===== config.mk =====
export PLATFORM = sky130hd
export DESIGN_NAME = specialist_ram_arbiter
export DESIGN_NICKNAME = d
export VERILOG_FILES = /design/src/rtl/specialist_ram_arbiter.sv
export SDC_FILE = /design/constraint.sdc
export NUM_CORES = 1
export LEC_CHECK = 0
export ABC_AREA = 0
export CORE_ASPECT_RATIO = 0.9
export CORE_UTILIZATION = 40
export CTS_BUF_LIST = sky130_fd_sc_hd__clkbuf_4 sky130_fd_sc_hd__clkbuf_8
export CTS_CLUSTER_DIAMETER = 80
export DETAILED_ROUTE_END_ITERATION = 8
export MAX_ROUTING_LAYER = met4
export PLACE_DENSITY = 0.91
export REMOVE_ABC_BUFFERS = 1
export SETUP_SLACK_MARGIN = 0.3
export SLEW_MARGIN = 20
export SYNTH_ARGS = -nofsm -noshare
export SYNTH_HDL_FRONTEND = slang
export SYNTH_SLANG_ARGS = --single-unit

===== constraint.sdc =====
create_clock -name clk_sys -period 2.31 [get_ports clk_sys]
set_input_delay 0.462 -clock clk_sys [delete_from_list [all_inputs] [get_ports clk_sys]]
set_output_delay 0.462 -clock clk_sys [all_outputs]
set_load 0.03 [all_outputs]

===== src/rtl/specialist_ram_arbiter.sv =====
// Shares the single-port sram between the loader, the CPU and the video fetcher.
// One grant at a time: fixed RAM_LAT-cycle strobe window, then a one-cycle ack to the winner.
module specialist_ram_arbiter #(
  parameter int unsigned RAM_LAT = 4,
  parameter int unsigned VID_MAX = 24
) (
  input  logic        clk_sys,
  input  logic        reset,
  input  logic        ld_req,
  input  logic [19:0] ld_addr,
  input  logic [7:0]  ld_data,
  output logic        ld_ack,
  input  logic        cpu_req,
  input  logic        cpu_we,
  input  logic [19:0] cpu_addr,
  input  logic [7:0]  cpu_wdata,
  output logic [7:0]  cpu_rdata,
  output logic        cpu_ack,
  input  logic        vid_req,
  input  logic [19:0] vid_addr,
  output logic [7:0]  vid_rdata,
  output logic        vid_ack,
  output logic [19:0] mem_addr,
  output logic [7:0]  mem_din,
  output logic        mem_we,
  output logic        mem_rd,
  input  logic [7:0]  mem_dout
);
  localparam int unsigned AW = 20;
  localparam int unsigned DW = 8;
  localparam int unsigned CW = $clog2(RAM_LAT);
  localparam int unsigned VW = $clog2(VID_MAX + 1);
  localparam logic [CW-1:0] CNT_LAST = CW'(RAM_LAT - 1);

  typedef enum logic [1:0] {IDLE, ACCESS, DONE} state_t;
  typedef enum logic [1:0] {SRC_LD, SRC_CPU, SRC_VID} src_t;

  state_t        state_q, state_d;
  src_t          src_q, src_d;
  logic [CW-1:0] cnt_q, cnt_d;
  logic [VW-1:0] vid_wait_q, vid_wait_d;
  logic [AW-1:0] mem_addr_q, mem_addr_d;
  logic [DW-1:0] mem_din_q, mem_din_d;
  logic          mem_we_q, mem_we_d;
  logic          mem_rd_q, mem_rd_d;
  logic          ld_ack_q, ld_ack_d;
  logic          cpu_ack_q, cpu_ack_d;
  logic          vid_ack_q, vid_ack_d;
  logic [DW-1:0] cpu_rdata_q, cpu_rdata_d;
  logic [DW-1:0] vid_rdata_q, vid_rdata_d;

  logic          gnt_valid;
  src_t          gnt_src;
  logic [AW-1:0] gnt_addr;
  logic [DW-1:0] gnt_data;
  logic          gnt_we;
  logic          vid_starved;
  logic          vid_gnt;
  logic          vid_busy;

  assign vid_starved = (vid_wait_q >= VW'(VID_MAX));
  assign vid_gnt     = (state_q == IDLE) && gnt_valid && (gnt_src == SRC_VID);
  assign vid_busy    = (state_q != IDLE) && (src_q == SRC_VID);

  // Priority: loader > starved video > CPU > video
  always_comb begin
    gnt_valid = 1'b1;
    gnt_src   = SRC_LD;
    gnt_addr  = ld_addr;
    gnt_data  = ld_data;
    gnt_we    = 1'b1;
    if (!ld_req) begin
      gnt_data = DW'(0);
      gnt_we   = 1'b0;
      if (vid_req && vid_starved) begin
        gnt_src  = SRC_VID;
        gnt_addr = vid_addr;
      end else if (cpu_req) begin
        gnt_src  = SRC_CPU;
        gnt_addr = cpu_addr;
        gnt_data = cpu_wdata;
        gnt_we   = cpu_we;
      end else if (vid_req) begin
        gnt_src  = SRC_VID;
        gnt_addr = vid_addr;
      end else begin
        gnt_valid = 1'b0;
      end
    end
  end

  // Starvation counter: only counts while video waits behind someone else
  always_comb begin
    vid_wait_d = vid_wait_q;
    if (!vid_req || vid_gnt || vid_busy) begin
      vid_wait_d = VW'(0);
    end else if (!vid_starved) begin
      vid_wait_d = vid_wait_q + VW'(1);
    end
  end

  always_comb begin
    state_d     = state_q;
    src_d       = src_q;
    cnt_d       = cnt_q;
    mem_addr_d  = mem_addr_q;
    mem_din_d   = mem_din_q;
    mem_we_d    = 1'b0;
    mem_rd_d    = 1'b0;
    ld_ack_d    = 1'b0;
    cpu_ack_d   = 1'b0;
    vid_ack_d   = 1'b0;
    cpu_rdata_d = cpu_rdata_q;
    vid_rdata_d = vid_rdata_q;
    unique case (state_q)
      IDLE: begin
        if (gnt_valid) begin
          state_d    = ACCESS;
          src_d      = gnt_src;
          cnt_d      = CW'(0);
          mem_addr_d = gnt_addr;
          mem_din_d  = gnt_data;
          mem_we_d   = gnt_we;
          mem_rd_d   = ~gnt_we;
        end
      end
      ACCESS: begin
        if (cnt_q == CNT_LAST) begin
          state_d = DONE;
          if (mem_rd_q && (src_q == SRC_CPU)) cpu_rdata_d = mem_dout;
          if (mem_rd_q && (src_q == SRC_VID)) vid_rdata_d = mem_dout;
          ld_ack_d  = (src_q == SRC_LD);
          cpu_ack_d = (src_q == SRC_CPU);
          vid_ack_d = (src_q == SRC_VID);
        end else begin
          cnt_d    = cnt_q + CW'(1);
          mem_we_d = mem_we_q;
          mem_rd_d = mem_rd_q;
        end
      end
      DONE:    state_d = IDLE;
      default: state_d = IDLE;
    endcase
  end

  always_ff @(posedge clk_sys or posedge reset) begin
    if (reset) begin
      state_q     <= IDLE;
      src_q       <= SRC_LD;
      cnt_q       <= CW'(0);
      vid_wait_q  <= VW'(0);
      mem_addr_q  <= AW'(0);
      mem_din_q   <= DW'(0);
      mem_we_q    <= 1'b0;
      mem_rd_q    <= 1'b0;
      ld_ack_q    <= 1'b0;
      cpu_ack_q   <= 1'b0;
      vid_ack_q   <= 1'b0;
      cpu_rdata_q <= DW'(0);
      vid_rdata_q <= DW'(0);
    end else begin
      state_q     <= state_d;
      src_q       <= src_d;
      cnt_q       <= cnt_d;
      vid_wait_q  <= vid_wait_d;
      mem_addr_q  <= mem_addr_d;
      mem_din_q   <= mem_din_d;
      mem_we_q    <= mem_we_d;
      mem_rd_q    <= mem_rd_d;
      ld_ack_q    <= ld_ack_d;
      cpu_ack_q   <= cpu_ack_d;
      vid_ack_q   <= vid_ack_d;
      cpu_rdata_q <= cpu_rdata_d;
      vid_rdata_q <= vid_rdata_d;
    end
  end

  assign ld_ack    = ld_ack_q;
  assign cpu_ack   = cpu_ack_q;
  assign vid_ack   = vid_ack_q;
  assign cpu_rdata = cpu_rdata_q;
  assign vid_rdata = vid_rdata_q;
  assign mem_addr  = mem_addr_q;
  assign mem_din   = mem_din_q;
  assign mem_we    = mem_we_q;
  assign mem_rd    = mem_rd_q;

endmodule


* Yosys cells after proc, flatten, opt, wreduce, memory -nomap -nowiden *
Cells that the tools add are included.

operators by class
  add/subtract/negate cells = 2
  $lt $le $gt $ge = 1
  equal/unequal tests = 9
  muxes and demuxes = 37
  bitwise logic cells = 1
  reductions and logical operators = 18

operators with widths
  kind                 number
  $mux 20              4
  $mux 8               3
  $mux 1               16
  $mux 2               8
  $mux 5               2
  $reduce_and 3->1     3
  $pmux 2 s2           2
  $eq 2x2->1 const B   3
  $logic_and 1x1->1    6
  $ne 2x2->1 const B   3
  $add 5x1->5 const B  1
  $ge 5x5->1 const B   1
  $eq 2x1->1 const B   2
  $logic_not 2->1      2
  $pmux 1 s2           2
  $reduce_and 2->1     2
  $reduce_bool 2->1    2
  $add 2x1->2 const B  1
  $logic_or 1x1->1     2
  $ne 2x1->1 const B   1
  $logic_not 1->1      1
  $not 1->1            1

storage, ports and cells
  register bits = 60
  bits of input ports = 90
  output and inout port bits = 49
  logic and storage cells = 81

* Logic depth before layout (Yosys ltp) *
Gate-level depths: netlist (run 1).

  word-level depth = 9
  depth in mapped cells = 5
  gate-level depth less buffers = 4

* Worst setup path before layout (run 1) *
No wires, ideal clock.

  path type = reg-to-reg
  start = reg mem_rd_q (netlist: mem_rd)
  end = reg cpu_rdata_q[0] (netlist: cpu_rdata[0])
  setup time = 0.125 ns
  data arrival time = 1.511 ns
  required time = 2.185 ns
  slack = 0.674 ns
  cell stages (with the launch flop) = 4
  path buffers = 0
  period minus slack after synthesis = 1.636 ns
  path through = dfrtp_1 inv_1 nor4_4 mux2_2

on the way
  word-level cells in the longest chain between the ends = 2

ends and longest elaborated chain
  element                     line  text
  start: declaration          45    logic mem_rd_q, mem_rd_d;
  start signal: assignment    169   mem_rd_q <= mem_rd_d;
  $logic_and 1x1->1           130   if (mem_rd_q && (src_q == SRC_CPU)) cpu_rdata_d = mem_dout;
  $reduce_and 3->1 (no line)  -
  end signal: assignment      173   cpu_rdata_q <= cpu_rdata_d;
  end: declaration            49    logic [DW-1:0] cpu_rdata_q, cpu_rdata_d;

Every way passes these cells.
A chain may end at the register's enable or synchronous reset.

* Worst setup path in the final report (run 1) *
  start = reg mem_addr_q[14] (netlist: mem_addr[14])
  end = out mem_addr[14]

RTL lines
  element                   line  text
  start: declaration        42    logic [AW-1:0] mem_addr_q, mem_addr_d;
  start signal: assignment  166   mem_addr_q <= mem_addr_d;
  end: declaration          23    output logic [19:0] mem_addr,

No word-level cell between the ends.

==> run_results.csv, run 1 <==
group,metric,value,unit
status,status,"complete, but fails checks",
status,violations,"design-rule violations",
clock_tree,cts_made_buffers,9,
setup_path,crit_path_max_incr_delay,0.69,ns
timing,setup_ws,0.440,ns
drt,finalWirelength,8170,um
place,dp_cells,463,
timing,rsz0062_at_grt,"no",
layout,nNetsFinal,476,
grt,overflow,0,
synthesis,synth.distinct_cells,33,
timing,max_freq,535,MHz
synthesis,synth_compound_area_share,22.7,%
synthesis,synthArstFlopShare,100,%
power,p_total,5.32,mW
synthesis,synth_seq_cells,60,
setup_path,cp_num_buf_inv,1,
layout,fin_cells,479,
timing,period_needed,1.87,ns
drt,ant_nets,0,
drt,wire_per_inst,17.1,um
clock_tree,htree_levels,3,
setup_path,crit_path_top_delay_cell,"clkdlybuf4s50_1",
place,gp_congestion,0.792,
die,die_w,88.5,um
synthesis,synthAdderAreaFrac,0.928,%
die,core-area,0.00655,mm2
synthesis,synth_edf_count,0,
layout,drive_gt1_share,13.9,%
synthesis,syn_area_per_cell,11.2,um2
timing,fin_skew,0.00665,ns
synthesis,synthMostInstantiatedCell,"dfrtp_1",
clock_tree,clockBufferDepth,2,
timing,setup_viol,0,
synthesis,synth_mux_area_share,6.68,%
timing,slew_headroom,58.9,%
worst_hold_path,hp-class,"input port to async pin",
grt,grt_pass1_wl,12400,um
synthesis,synth_area,0.00270,mm2
power,p_per_area,1200,mW/mm2
synthesis,synth-simple-area-share,10.2,%
place,post-place-ws,-0.114,ns
timing,report.final.slew_viol_count,0,
setup_path,crit_family,"buffers and inverters",
setup_path,crit_path_end_kind,"output pin",
synthesis,synth_top_area_share,55.7,%
timing,finalSetupTns,0,ns
clock_tree,clk_latency,0.33,ns
drt,vias,2658,
synthesis,ys_warn_count,0,
clock_tree,ctsRootBufferMaster,"clkbuf_8",
place,io_buffers,138,
layout,syn_to_final_growth,65.0,%
setup_path,crit_path_max_fanout,2,
clock_tree,ctsHoldBuffers,0,
die,die_y,79.9,um
die,start_util,41.2,%
setup_path,path_class,"register to output pin",
place,place.detailed.hpwl,5850,um
timing,timing.final.crit_share,80.9,%
layout,diodes,0,
drt,drt_first_pass_iters,6,
drt,drc,1,
layout,fill_cells,512,
clock_tree,path_clk_slew,0.07,ns
synthesis,synth.area.top_cells,"dfrtp_1, mux2_2, a32oi_1",
clock_tree,cts.sinks,60,
timing,holdWs,0.436,ns
synthesis,synth_xor_area_share,0.650,%
timing,tightest_slew,0.613,ns
synthesis,synth_top_family_by_area,"compound AO/OA/AOI/OAI gates",
synthesis,synthCells,240,
setup_path,cp_cell_sequence,"clkdlybuf4s50_1",
setup_path,startpoint_type,"register",
power,p_leak,1.84,nW
synthesis,synth_commonest_cells,"dfrtp_1, o21ai_0, a21oi_1, a22oi_1, a32oi_1",
grt,grt_start_max_net_pins,45,
grt,grt_antenna_before_repair,0,
clock_tree,post_cts_resized,1,
timing,hold_viol_final,0,
clock_tree,cts_tree,"done",
setup_path,cp.required,1.85,ns
synthesis,synth_top_cell_by_area,"dfrtp_1",
die,die_area,0.00707,mm2
synthesis,yosysSeqAreaShare,55.7,%
die,ioPinCount,139,
clock_tree,post-cts-setup-buffers,0,
die,row_count,28,
grt,grt_use_total,24.0,%
drt,vias_per_cell,5.55,
flow_run,maxCapViolations,0,
synthesis,synthFlopType,"dfrtp_1",
setup_path,arrival,1.41,ns
grt,grt_pass1_vias,2641,
drt,drt_iter0_markers,199,
power,peakVddDrop,560,uV
-- final timing paths --
check | startpoint | to | slack, ns | cells after the start
hold / removal | reset | cpu_rdata[5]$_DFFE_PP0P_ | 0.44 | 2
setup reg to reg | cnt_q[0]$_DFFE_PP0P_ | cpu_rdata[4]$_DFFE_PP0P_ | 0.55 | 4
hold reg to reg | src_q[0]$_DFFE_PP0P_ | ld_ack$_DFF_PP0_ | 0.46 | 1
min in group clk_sys | src_q[0]$_DFFE_PP0P_ | ld_ack$_DFF_PP0_ | 0.46 | 1
max in group asynchronous | reset | mem_addr[16]$_DFFE_PP0P_ | 1.31 | 3
setup / recovery | mem_addr[14]$_DFFE_PP0P_ | mem_addr[14] | 0.44 | 1
-- worst register-to-register path, delay by kind of cell (launching register included) --
family                     cells  cell delay [ns]
muxes                          1             0.40
adders and majority gates      1             0.24
DFF                            1             0.37
and+or+nand+nor                2             0.63
-- stage by stage --
step	cell area [um2]	util [%]
finish	4450	67.9
global route	4450	67.9
CTS	4450	67.9
detailed placement	4250	64.9
global placement	4250	64.9
floorplan	2630	-
-- registers in the layout (all words and copies together) (netlist names), 2 cells and up --
register	cells
mem_addr	20
cpu_rdata	8
state_q	2
vid_rdata	8
mem_din	8
src_q	2
vid_wait_q	5
cnt_q	2
-- cell type report --
| cell class | instances | area (um2) | area share (%) |
|---|---|---|---|
| multi-input cells | 158 | 1140 | 25.6 |
| inverters | 5 | 18.8 | 0.422 |
| flip-flops and latches | 60 | 1500 | 33.7 |
| clock inverters | 7 | 67.6 | 1.52 |
| well taps | 90 | 113 | 2.53 |
| clock buffers | 9 | 124 | 2.78 |
| repair buffers | 150 | 1480 | 33.4 |
-- report_power, final --
part	leakage (nW)	internal [mW]	total (mW)	switching, mW
Clock	0.0910	0.491	0.912	0.420
Combinational	0.975	1.15	2.67	1.52
Sequential	0.772	1.48	1.74	0.265
Total	1.84	3.12	5.32	2.20
-- layer usage --
layer / share of wire, % / wire, um / GRT usage [%] / vias up
met3: 6.6 / 543 / 4.03 / 15
met2: 52 / 4260 / 39.8 / 133
li1: - / - / - / 1204
met4: 1.7 / 136 / 10.5 / 0
met5: 0 / 0 / - / -
met1: 40 / 3230 / 28.7 / 1306
-- layout by cell type, fill, tap and decap left out, types with 2 or more instances in the layout --
cell type / count
nand3b_1: 9
dfrtp_1: 60
a31oi_1: 2
a22oi_1: 19
ha_1: 2
o21ai_0: 23
mux2_2: 16
nand3_1: 3
buf_4: 11
inv_1: 4
a32oi_1: 19
nor2_1: 13
clkinvlp_4: 3
clkdlybuf4s50_1: 138
nor3_1: 3
nand2_1: 10
nor3b_1: 2
clkinv_2: 3
clkbuf_8: 9
a21oi_1: 19
-- kinds of logic after synthesis --
group / after synthesis
compound gates: 92
fa+ha+maj: 2
buf+inv: 22
xor+xnor: 2
mux: 16
simple gates: 46
flops: 60
No activity file was read; power rests on OpenSTA's default activity.
==> run 2: changes to the inputs <==
clock period = 1.95 ns   (was 2.31 ns; I/O delays follow)
==> run_results.csv, run 2 (same netlist as run 1, synthesis figures left out) <==
group,metric,value,unit
die,die_y,79.9,um
setup_path,arrival,1.85,ns
timing,hold_viol_final,0,
power,seqPwrFrac,32.6,%
grt,grt_antenna_before_repair,0,
timing,report.final.slew_viol_count,0,
place,post-place-ws,-0.0731,ns
drt,ant_nets,0,
clock_tree,cts.sinks,60,
timing,timing.final.crit_share,83.5,%
power,pwr-share-clk,20.1,%
clock_tree,path_clk_slew,0.07,ns
status,status,"complete, but fails checks",
timing,setup_ws,0.322,ns
clock_tree,cts_tree,"done",
die,start_util,41.2,%
power,p_sw,2.63,mW
timing,max_freq,614,MHz
timing,tightest_slew,0.465,ns
die,die_w,88.5,um
setup_path,crit_path_max_fanout,13,
place,dp_cells,469,
power,peakVddDrop,636,uV
layout,diodes,0,
drt,vias_per_cell,5.46,
flow_run,maxCapViolations,0,
grt,overflow,0,
power,p_per_area,1390,mW/mm2
setup_path,path_class,"input port to register",
timing,holdWs,0.395,ns
setup_path,startpoint_type,"input port",
layout,fill_cells,518,
drt,vias,2654,
place,place.detailed.hpwl,6150,um
power,p_leak,2.06,nW
setup_path,crit_path_end_kind,"register",
die,die_area,0.00707,mm2
layout,nNetsFinal,483,
clock_tree,ctsRootBufferMaster,"clkbuf_8",
status,violations,"design-rule violations",
layout,finalInstanceArea,0.00453,mm2
timing,fin_skew,0.0119,ns
layout,final_common_cell,"clkdlybuf4s50_1",
power,swShare,41.8,%
drt,drc,1,
clock_tree,cts_made_buffers,9,
clock_tree,clk_latency,0.34,ns
clock_tree,clockBufferDepth,2,
layout,syn_to_final_growth,67.9,%
layout,regArea,0.00150,mm2
layout,drive_gt1_share,16.2,%
timing,setup_viol,0,
timing,period_needed,1.63,ns
power,p_int,3.65,mW
clock_tree,htree_levels,3,
layout,fin_cells,486,
place,dpl_cell_area,0.00432,mm2
drt,drt_iter0_markers,213,
die,core-area,0.00655,mm2
timing,rsz0062_at_grt,"yes",
timing,finalSetupTns,0,ns
place,gp_congestion,0.755,
grt,grt_pass1_vias,2728,
layout,mostFrequentLayoutCells,"clkdlybuf4s50_1, dfrtp_1, dlygate4sd2_1",
grt,grt_use_total,25.9,%
grt,grt_start_max_net_pins,35,
place,io_buffers,138,
power,p_total,6.28,mW
layout,multi_input_area,0.00115,mm2
drt,wire_per_inst,17.5,um
die,row_count,28,
clock_tree,ctsHoldBuffers,0,
drt,finalWirelength,8500,um
power,power_frac_comb,47.3,%
grt,grt_pass1_wl,13300,um
die,ioPinCount,139,
setup_path,cp.required,2.17,ns
worst_hold_path,hp-class,"input port to async pin",
timing,slew_headroom,69.0,%
setup_path,rrSetupSlack,0.40,ns
layout,largest_reg_flops,20,
layout,final_core_util,69.1,%
drt,drt_first_pass_iters,6,
==> run 2: changes by cell type in the layout (fill, tap and decap cells not counted), sizes merged <==
cell,delta
buf,+7
bufinv,+1
clkbuf,+3
clkdlybuf4s50,-50
clkinv,-2
clkinvlp,-2
dlygate4sd2,+49
dlymetal6s2s,+1
==> run 2: area by class of cell <==
type                    count  share of cell area, %
multi-input cells         158                   25.5
repair buffers            157                   33.5
well taps                  90                   2.49
clock inverters             4                   1.60
inverters                   5                  0.415
clock buffers              12                   3.37
flip-flops and latches     60                   33.2
==> run 2: final timing paths <==
kind | startpoint | end | depth (start not counted)
max | cpu_req | mem_addr[12]$_DFFE_PP0P_ | 6
max in group asynchronous | reset | mem_rd$_DFFE_PP0P_ | 3
min reg2reg | src_q[0]$_DFFE_PP0P_ | ld_ack$_DFF_PP0_ | 1
min | reset | vid_rdata[5]$_DFFE_PP0P_ | 2
min in group clk_sys | src_q[0]$_DFFE_PP0P_ | ld_ack$_DFF_PP0_ | 1
max reg2reg | src_q[0]$_DFFE_PP0P_ | vid_rdata[3]$_DFFE_PP0P_ | 5
==> run 2: layer usage <==
metal / track usage [%] / wire length, um / vias up / part of all wire [%]
li1: - / - / 1214 / -
met1: 32.2 / 3540 / 1324 / 42
met2: 41.1 / 4350 / 101 / 51
met3: 4.34 / 445 / 15 / 5.2
met4: 12.6 / 172 / 0 / 2.0
met5: - / 0 / - / 0
==> run 2: worst max-delay path, cell delays in order <==
cell and delay [ns]:
clkdlybuf4s50_1 0.61, inv_1 0.09, a31oi_2 0.18, buf_4 0.25, a22oi_1 0.11, o21ai_0 0.22
==> run 2: power by group through the flow <==
stage	combinational (mW)	clock [mW]	sequential, mW
2_1_floorplan	0.893	0	2.88
3_3_place_gp	3.14	0	2.05
3_5_place_dp	3.23	0	2.07
4_1_cts	2.96	1.28	2.04
5_1_grt	3.16	1.34	2.11
6_report	2.97	1.26	2.05
==> run 2: repair_timing <==
action | CTS | global route
endpoints found under the setup margin | 59 | 21
setup buffers | 1 | 0
pin swaps | 1 | 1
gates resized for setup | 50 | 5
